<file path="config.mk">
export PLATFORM = sky130hd
export DESIGN_NAME = if_fetch_unit
export DESIGN_NICKNAME = d
export VERILOG_FILES = /design/src/rtl/if_fetch_unit.sv
export SDC_FILE = /design/constraint.sdc
export NUM_CORES = 1
export LEC_CHECK = 0
export CORE_MARGIN = 2
export CORE_UTILIZATION = 51
export DETAILED_ROUTE_END_ITERATION = 6
export HOLD_SLACK_MARGIN = 0.08
export MAX_ROUTING_LAYER = met4
export PLACE_DENSITY = 0.75
export SLEW_MARGIN = 20
export SYNTH_ARGS = -nofsm -noshare
export SYNTH_HDL_FRONTEND = slang
export SYNTH_SLANG_ARGS = --single-unit
</file>
<file path="constraint.sdc">
create_clock -name clk -period 4.85 [get_ports clk]
set_clock_uncertainty 0.05 [all_clocks]
set_input_delay 0.97 -clock clk [delete_from_list [all_inputs] [get_ports clk]]
set_output_delay 0.97 -clock clk [all_outputs]
set_load 0.01 [all_outputs]
</file>
<file path="src/rtl/if_fetch_unit.sv">
// rtl/if_fetch_unit.sv - instruction fetch unit: PC issue, in-order memory responses, prefetch FIFO
// Define IF_PERF_CNT_EN to build the perf_fetched / perf_bubble counters.
module if_fetch_unit #(
  parameter int                ADDR_W     = 32,
  parameter int                INSTR_W    = 32,
  parameter logic [ADDR_W-1:0] RESET_PC   = '0,
  parameter int                FIFO_DEPTH = 4
) (
  input  logic               clk,
  input  logic               rst,
  input  logic               redirect_valid,
  input  logic [ADDR_W-1:0]  redirect_addr,
  output logic               imem_req_valid,
  input  logic               imem_req_ready,
  output logic [ADDR_W-1:0]  imem_req_addr,
  input  logic               imem_rsp_valid,
  input  logic [INSTR_W-1:0] imem_rsp_data,
  output logic               out_valid,
  input  logic               out_ready,
  output logic [ADDR_W-1:0]  out_pc,
  output logic [ADDR_W-1:0]  out_pc_inc,
  output logic [INSTR_W-1:0] out_instr
`ifdef IF_PERF_CNT_EN
  ,
  output logic [31:0]        perf_fetched,
  output logic [31:0]        perf_bubble
`endif
);

  localparam int                PTR_W   = $clog2(FIFO_DEPTH);
  localparam int                CNT_W   = PTR_W + 1;
  localparam logic [ADDR_W-1:0] PC_STEP = ADDR_W'(INSTR_W / 8);
  localparam logic [CNT_W:0]    DEPTH_C = (CNT_W + 1)'(FIFO_DEPTH);

  logic [ADDR_W-1:0]  fetch_pc;
  logic [ADDR_W-1:0]  rsp_pc;
  logic [CNT_W-1:0]   outstanding;
  logic [CNT_W-1:0]   drop_cnt;
  logic [CNT_W-1:0]   fifo_count;
  logic [PTR_W-1:0]   rd_ptr;
  logic [PTR_W-1:0]   wr_ptr;
  logic [ADDR_W-1:0]  pc_mem    [FIFO_DEPTH];
  logic [INSTR_W-1:0] instr_mem [FIFO_DEPTH];

  logic [CNT_W:0] in_use;
  logic           issue;
  logic           rsp_ok;
  logic           push;
  logic           pop;
  logic           fifo_nonempty;

  // Reserving a FIFO slot per outstanding request means a push can never overflow.
  always_comb begin
    in_use         = {1'b0, fifo_count} + {1'b0, outstanding};
    fifo_nonempty  = (fifo_count != '0);
    imem_req_valid = !rst && !redirect_valid && (in_use < DEPTH_C);
    imem_req_addr  = fetch_pc;
    issue          = imem_req_valid && imem_req_ready;
    rsp_ok         = imem_rsp_valid && (outstanding != '0);
    push           = rsp_ok && !redirect_valid && (drop_cnt == '0);
    out_valid      = !rst && !redirect_valid && fifo_nonempty;
    pop            = out_valid && out_ready;
  end

  always_comb begin
    out_pc    = RESET_PC;
    out_instr = '0;
    if (!rst) begin
      out_pc = fifo_nonempty ? pc_mem[rd_ptr] : rsp_pc;
      if (fifo_nonempty) out_instr = instr_mem[rd_ptr];
    end
    out_pc_inc = out_pc + PC_STEP;
  end

  always_ff @(posedge clk) begin
    if (rst) begin
      fetch_pc    <= RESET_PC;
      rsp_pc      <= RESET_PC;
      outstanding <= '0;
      drop_cnt    <= '0;
      fifo_count  <= '0;
      rd_ptr      <= '0;
      wr_ptr      <= '0;
    end else begin
      if (issue && !rsp_ok)      outstanding <= outstanding + CNT_W'(1);
      else if (!issue && rsp_ok) outstanding <= outstanding - CNT_W'(1);

      if (redirect_valid) begin
        fetch_pc   <= redirect_addr;
        rsp_pc     <= redirect_addr;
        fifo_count <= '0;
        rd_ptr     <= '0;
        wr_ptr     <= '0;
        // Every request still in flight is stale, including ones already marked for dropping.
        drop_cnt   <= rsp_ok ? outstanding - CNT_W'(1) : outstanding;
      end else begin
        if (issue) fetch_pc <= fetch_pc + PC_STEP;
        if (rsp_ok && drop_cnt != '0) drop_cnt <= drop_cnt - CNT_W'(1);
        if (push) begin
          wr_ptr <= wr_ptr + PTR_W'(1);
          rsp_pc <= rsp_pc + PC_STEP;
        end
        if (pop) rd_ptr <= rd_ptr + PTR_W'(1);
        if (push && !pop)      fifo_count <= fifo_count + CNT_W'(1);
        else if (!push && pop) fifo_count <= fifo_count - CNT_W'(1);
      end
    end
  end

  always_ff @(posedge clk) begin
    if (push) begin
      pc_mem[wr_ptr]    <= rsp_pc;
      instr_mem[wr_ptr] <= imem_rsp_data;
    end
  end

`ifdef IF_PERF_CNT_EN
  always_ff @(posedge clk) begin
    if (rst) begin
      perf_fetched <= '0;
      perf_bubble  <= '0;
    end else begin
      if (pop && perf_fetched != 32'hFFFF_FFFF) perf_fetched <= perf_fetched + 32'd1;
      if (out_ready && !out_valid && perf_bubble != 32'hFFFF_FFFF) perf_bubble <= perf_bubble + 32'd1;
    end
  end
`endif

endmodule

</file>
==> results.py <==
metrics = {
    "status": {
        "run_status": "complete, no violations",
    },
    "yosys": {
        "top_flip_flop_cell_by_instance_count_after_synthesis": "sky130_fd_sc_hd__edfxtp_1",
        "yosysMostFrequentCell": "sky130_fd_sc_hd__edfxtp_1",
        "post_synth_inst_count": 1129,
        "yosys.area.top_type_share": 0.5128,
        "synth.ff_latch_count": 335,
        "mean_syn_cell_area_um2": 13.28,
        "postSynthNetCount": 1216,
        "post_synth_instance_area_um2": 14990,
        "ys_types": 71,
        "synthDominantAreaCellType": "sky130_fd_sc_hd__edfxtp_1",
        "synth_enable_flop_cells": 256,
        "synth.top_cells.by_count": "256 x sky130_fd_sc_hd__edfxtp_1, 139 x sky130_fd_sc_hd__nand2_1, 79 x sky130_fd_sc_hd__dfxtp_1, 68 x sky130_fd_sc_hd__nor2_1, 67 x sky130_fd_sc_hd__a21oi_1",
        "synth.yosys.seq_area_share": 0.6183,
        "synth.yosys.warnings": 0,
        "synthTopCellsByArea": "sky130_fd_sc_hd__edfxtp_1 51%, sky130_fd_sc_hd__dfxtp_1 11%, sky130_fd_sc_hd__mux4_2 9.6%",
        "ys_async_sr_fraction": 0,
    },
    "cts": {
        "clock_tree.buffer_depth": 3,
        "cts_buffers": 35,
        "clkSinkCount": 335,
        "cts_tree": "done",
        "clock_tree.htree_level_count": 2,
        "worst_skew_pair.late_latency_ps": 510,
        "clk_transition_reported_paths_ps": 60,
        "ctsRootBufferMaster": "sky130_fd_sc_hd__clkbuf_16",
        "cts-hold-fix-buffers": 0,
    },
    "min_path": {
        "worst_hold_startpoint": "imem_req_addr[1]$_SDFFE_PP0P_",
        "hold-path-cell-count": 2,
        "holdCritPathClass": "reg2reg",
    },
    "layout": {
        "area_growth_pct": 23.90,
        "design.final.nets": 1420,
        "final_design_area_no_fill_um2": 18570,
        "n_antenna_cell": 0,
        "drive_gt1_frac": 0.1266,
        "finalCoreUtilization": 0.6436,
    },
    "worst_setup_path": {
        "max_stage_delay_ps": 550,
        "cp-start-kind": "flip-flop",
        "worstPathCellList": "buf_4 -> mux4_2 -> nand2_1 -> o22ai_2 -> nand4_2 -> nor3_1 -> xor2_1 -> clkdlybuf4s50_1",
        "critPathMaxFanout": 19,
        "worst_r2r_path_depth": 12,
        "critPathSlowestCell": "sky130_fd_sc_hd__clkdlybuf4s50_1",
        "cell_type_group_with_the_largest_total_delay_on_the_critical_path": "simple AND/OR/NAND/NOR gates",
        "worstSetupPathDepth": 8,
        "critical_path_class": "reg2out",
        "cp.arrival_ps": 3610,
        "critPathRequiredTime_ps": 3830,
        "count_of_buffering_cells_on_the_critical_path_with_inverters_included": 2,
        "worst_setup_path_end_kind": "primary output",
        "timing.rr.start": "fifo_count[0]$_SDFFE_PP0P_",
    },
    "power_and_ir_drop": {
        "ir_drop_mv": 0.2469,
        "comb_power_share": 0.138,
        "power.switching_w": 0.001647,
        "p_int_w": 0.005162,
        "p_clk_frac": 0.376,
        "power_dens_cells_nw_per_um2": 366.6,
        "power.sequential.fraction": 0.485,
        "power_switching_share": 0.2419,
        "p_leak_nw": 6.100,
    },
    "grt": {
        "overflow": 0,
        "grt_first_pass_wirelength_um": 54700,
        "grt_max_degree": 69,
        "groute.usage.overall": 0.2336,
        "first_global_vias": 9787,
        "grt_antenna_before_repair": 0,
    },
    "sta": {
        "worst_pin_slew_ps": 910.1,
        "finalSetupViolCount": 0,
        "maxSlewViolCount": 0,
        "max-slew-margin-rel": 0.3876,
        "max_freq_mhz": 215.8,
        "setup_repair_after_global_routing_missed_its_margin": "no",
        "finalCritPeriodShare": 0.9555,
        "fin_setup_tns_ps": 0,
        "worst_hold_slack_ps": 428.1,
        "layout_min_cycle_time_ps": 4634,
        "hold_violations": 0,
    },
    "placement": {
        "detailed_place.area_um2": 17440,
        "dp_hpwl_um": 23290,
        "placement.io_buffers": 199,
        "finalWeightedCongestion": 0.9646,
    },
    "floorplanning": {
        "die_area_um2": 30780,
        "ioPinCount": 200,
        "core_area_um2": 28860,
        "floorplan.die.width_um": 175.4,
        "vertical_extent_of_the_die_um": 175.4,
        "floorplan.rows": 62,
        "initial_utilization": 0.5195,
    },
    "route": {
        "drtIter0Drc": 822,
        "detail_route.vias_per_cell": 5.825,
        "route.detailed.drc": 0,
        "final_antenna_net_count": 0,
        "drt_pre_antenna_iters": 5,
        "finalWirelength_um": 35160,
        "drt-wirelength-per-cell_um": 20.17,
        "routed-via-count": 10150,
    },
    "run": {
        "max_cap_viol_count": 0,
    },
}
==> metal layers <==
metal | track usage | routed length [um] | vias up
met1 | 0.3167 | 14560 | 4971
li1 | - | - | 4663
met2 | 0.3668 | 16820 | 445
met3 | 0.03312 | 2637 | 74
met4 | 0.07920 | 1148 | 0
met5 | - | 0 | -
==> path summary, 6_finish.rpt <==
kind / end / slack [ps]
setup / recovery: out_pc_inc[17] / 220
hold reg to reg: imem_req_addr[1]$_SDFFE_PP0P_ / 430
setup reg to reg: fifo_count[2]$_SDFFE_PP0P_ / 1790
hold / removal: imem_req_addr[1]$_SDFFE_PP0P_ / 430
==> power by group through the flow <==
stage | clock network, W | registers, W | logic, W
finish | 0.00256 | 0.00330 | 0.000942
global route | 0.00272 | 0.00332 | 0.00102
floorplan | 0 | 0.00334 | 0.000537
CTS | 0.00261 | 0.00330 | 0.000946
global placement | 0 | 0.00335 | 0.000927
detailed placement | 0 | 0.00336 | 0.000938
==> layout by cell type, fill, tap and decap left out, drive strengths merged, types with 26 or more instances in the layout <==
cell type,synthesis,layout
xor2,38,38
inv,26,27
nand4,26,26
clkdlybuf4s50,0,198
mux4,64,64
nor2,68,68
xnor2,34,34
a21oi,70,70
clkbuf,39,48
nand2,140,140
nor2b,35,35
buf,23,31
nand3,37,37
edfxtp,256,256
dfxtp,79,79
==> state kept, by name, indices dropped and copies added, names as in the netlist, named ones only <==
signal         count
instr_mem        128
pc_mem           128
imem_req_addr     32
rsp_pc            32
drop_cnt           3
fifo_count         3
outstanding        3
rd_ptr             2
wr_ptr             2
==> worst reg2reg max path, delay by kind of cell (launching register included) <==
kind / cells / cell delay, ps
and+or+nand+nor: 5 / 1080
buffers and inverters: 3 / 670
adders and majority gates: 2 / 540
DFF: 1 / 370
xor gates and xnor gates: 1 / 150
AOI/OAI and AO/OA: 1 / 140
==> area by class of cell <==
| cell class | instances | area, um2 |
|---|---|---|
| Tap cell | 384 | 480.5 |
| Fill cell | 2141 | 10280 |
| Inverter | 26 | 97.59 |
| Clock buffer | 48 | 967.2 |
| Multi-Input combinational cell | 706 | 5351 |
| Clock inverter | 15 | 137.6 |
| Timing Repair Buffer | 229 | 2265 |
| Sequential cell | 335 | 9274 |
==> kinds of logic (layout without fill, tap and decap cells) <==
group,after synthesis,after routing,synth area share
compound gates,164,164,0.06911
xor+xnor,72,72,0.04207
fa+ha+maj,17,17,0.01469
buf+inv,88,318,0.02612
flops,335,335,0.6183
mux,69,69,0.09949
simple gates,384,384,0.1302
==> per-stage QoR <==
stage,cells,worst slack (ps),total power [W]
floorplan,1129,364.2,0.003879
global placement,1678,370.6,0.004280
detailed placement,1678,290.2,0.004298
CTS,1743,85.61,0.006860
global route,1743,10.59,0.007061
finish,1743,215.8,0.006809
==> repair_timing <==
item / CTS / global route
hold endpoints to repair: 0 / 0
setup endpoints to repair: 1 / 9
pin swaps: 1 / 0
resized for setup: 0 / 2
buffers inserted: 2 / 0
(Power assumes the default switching activity.)
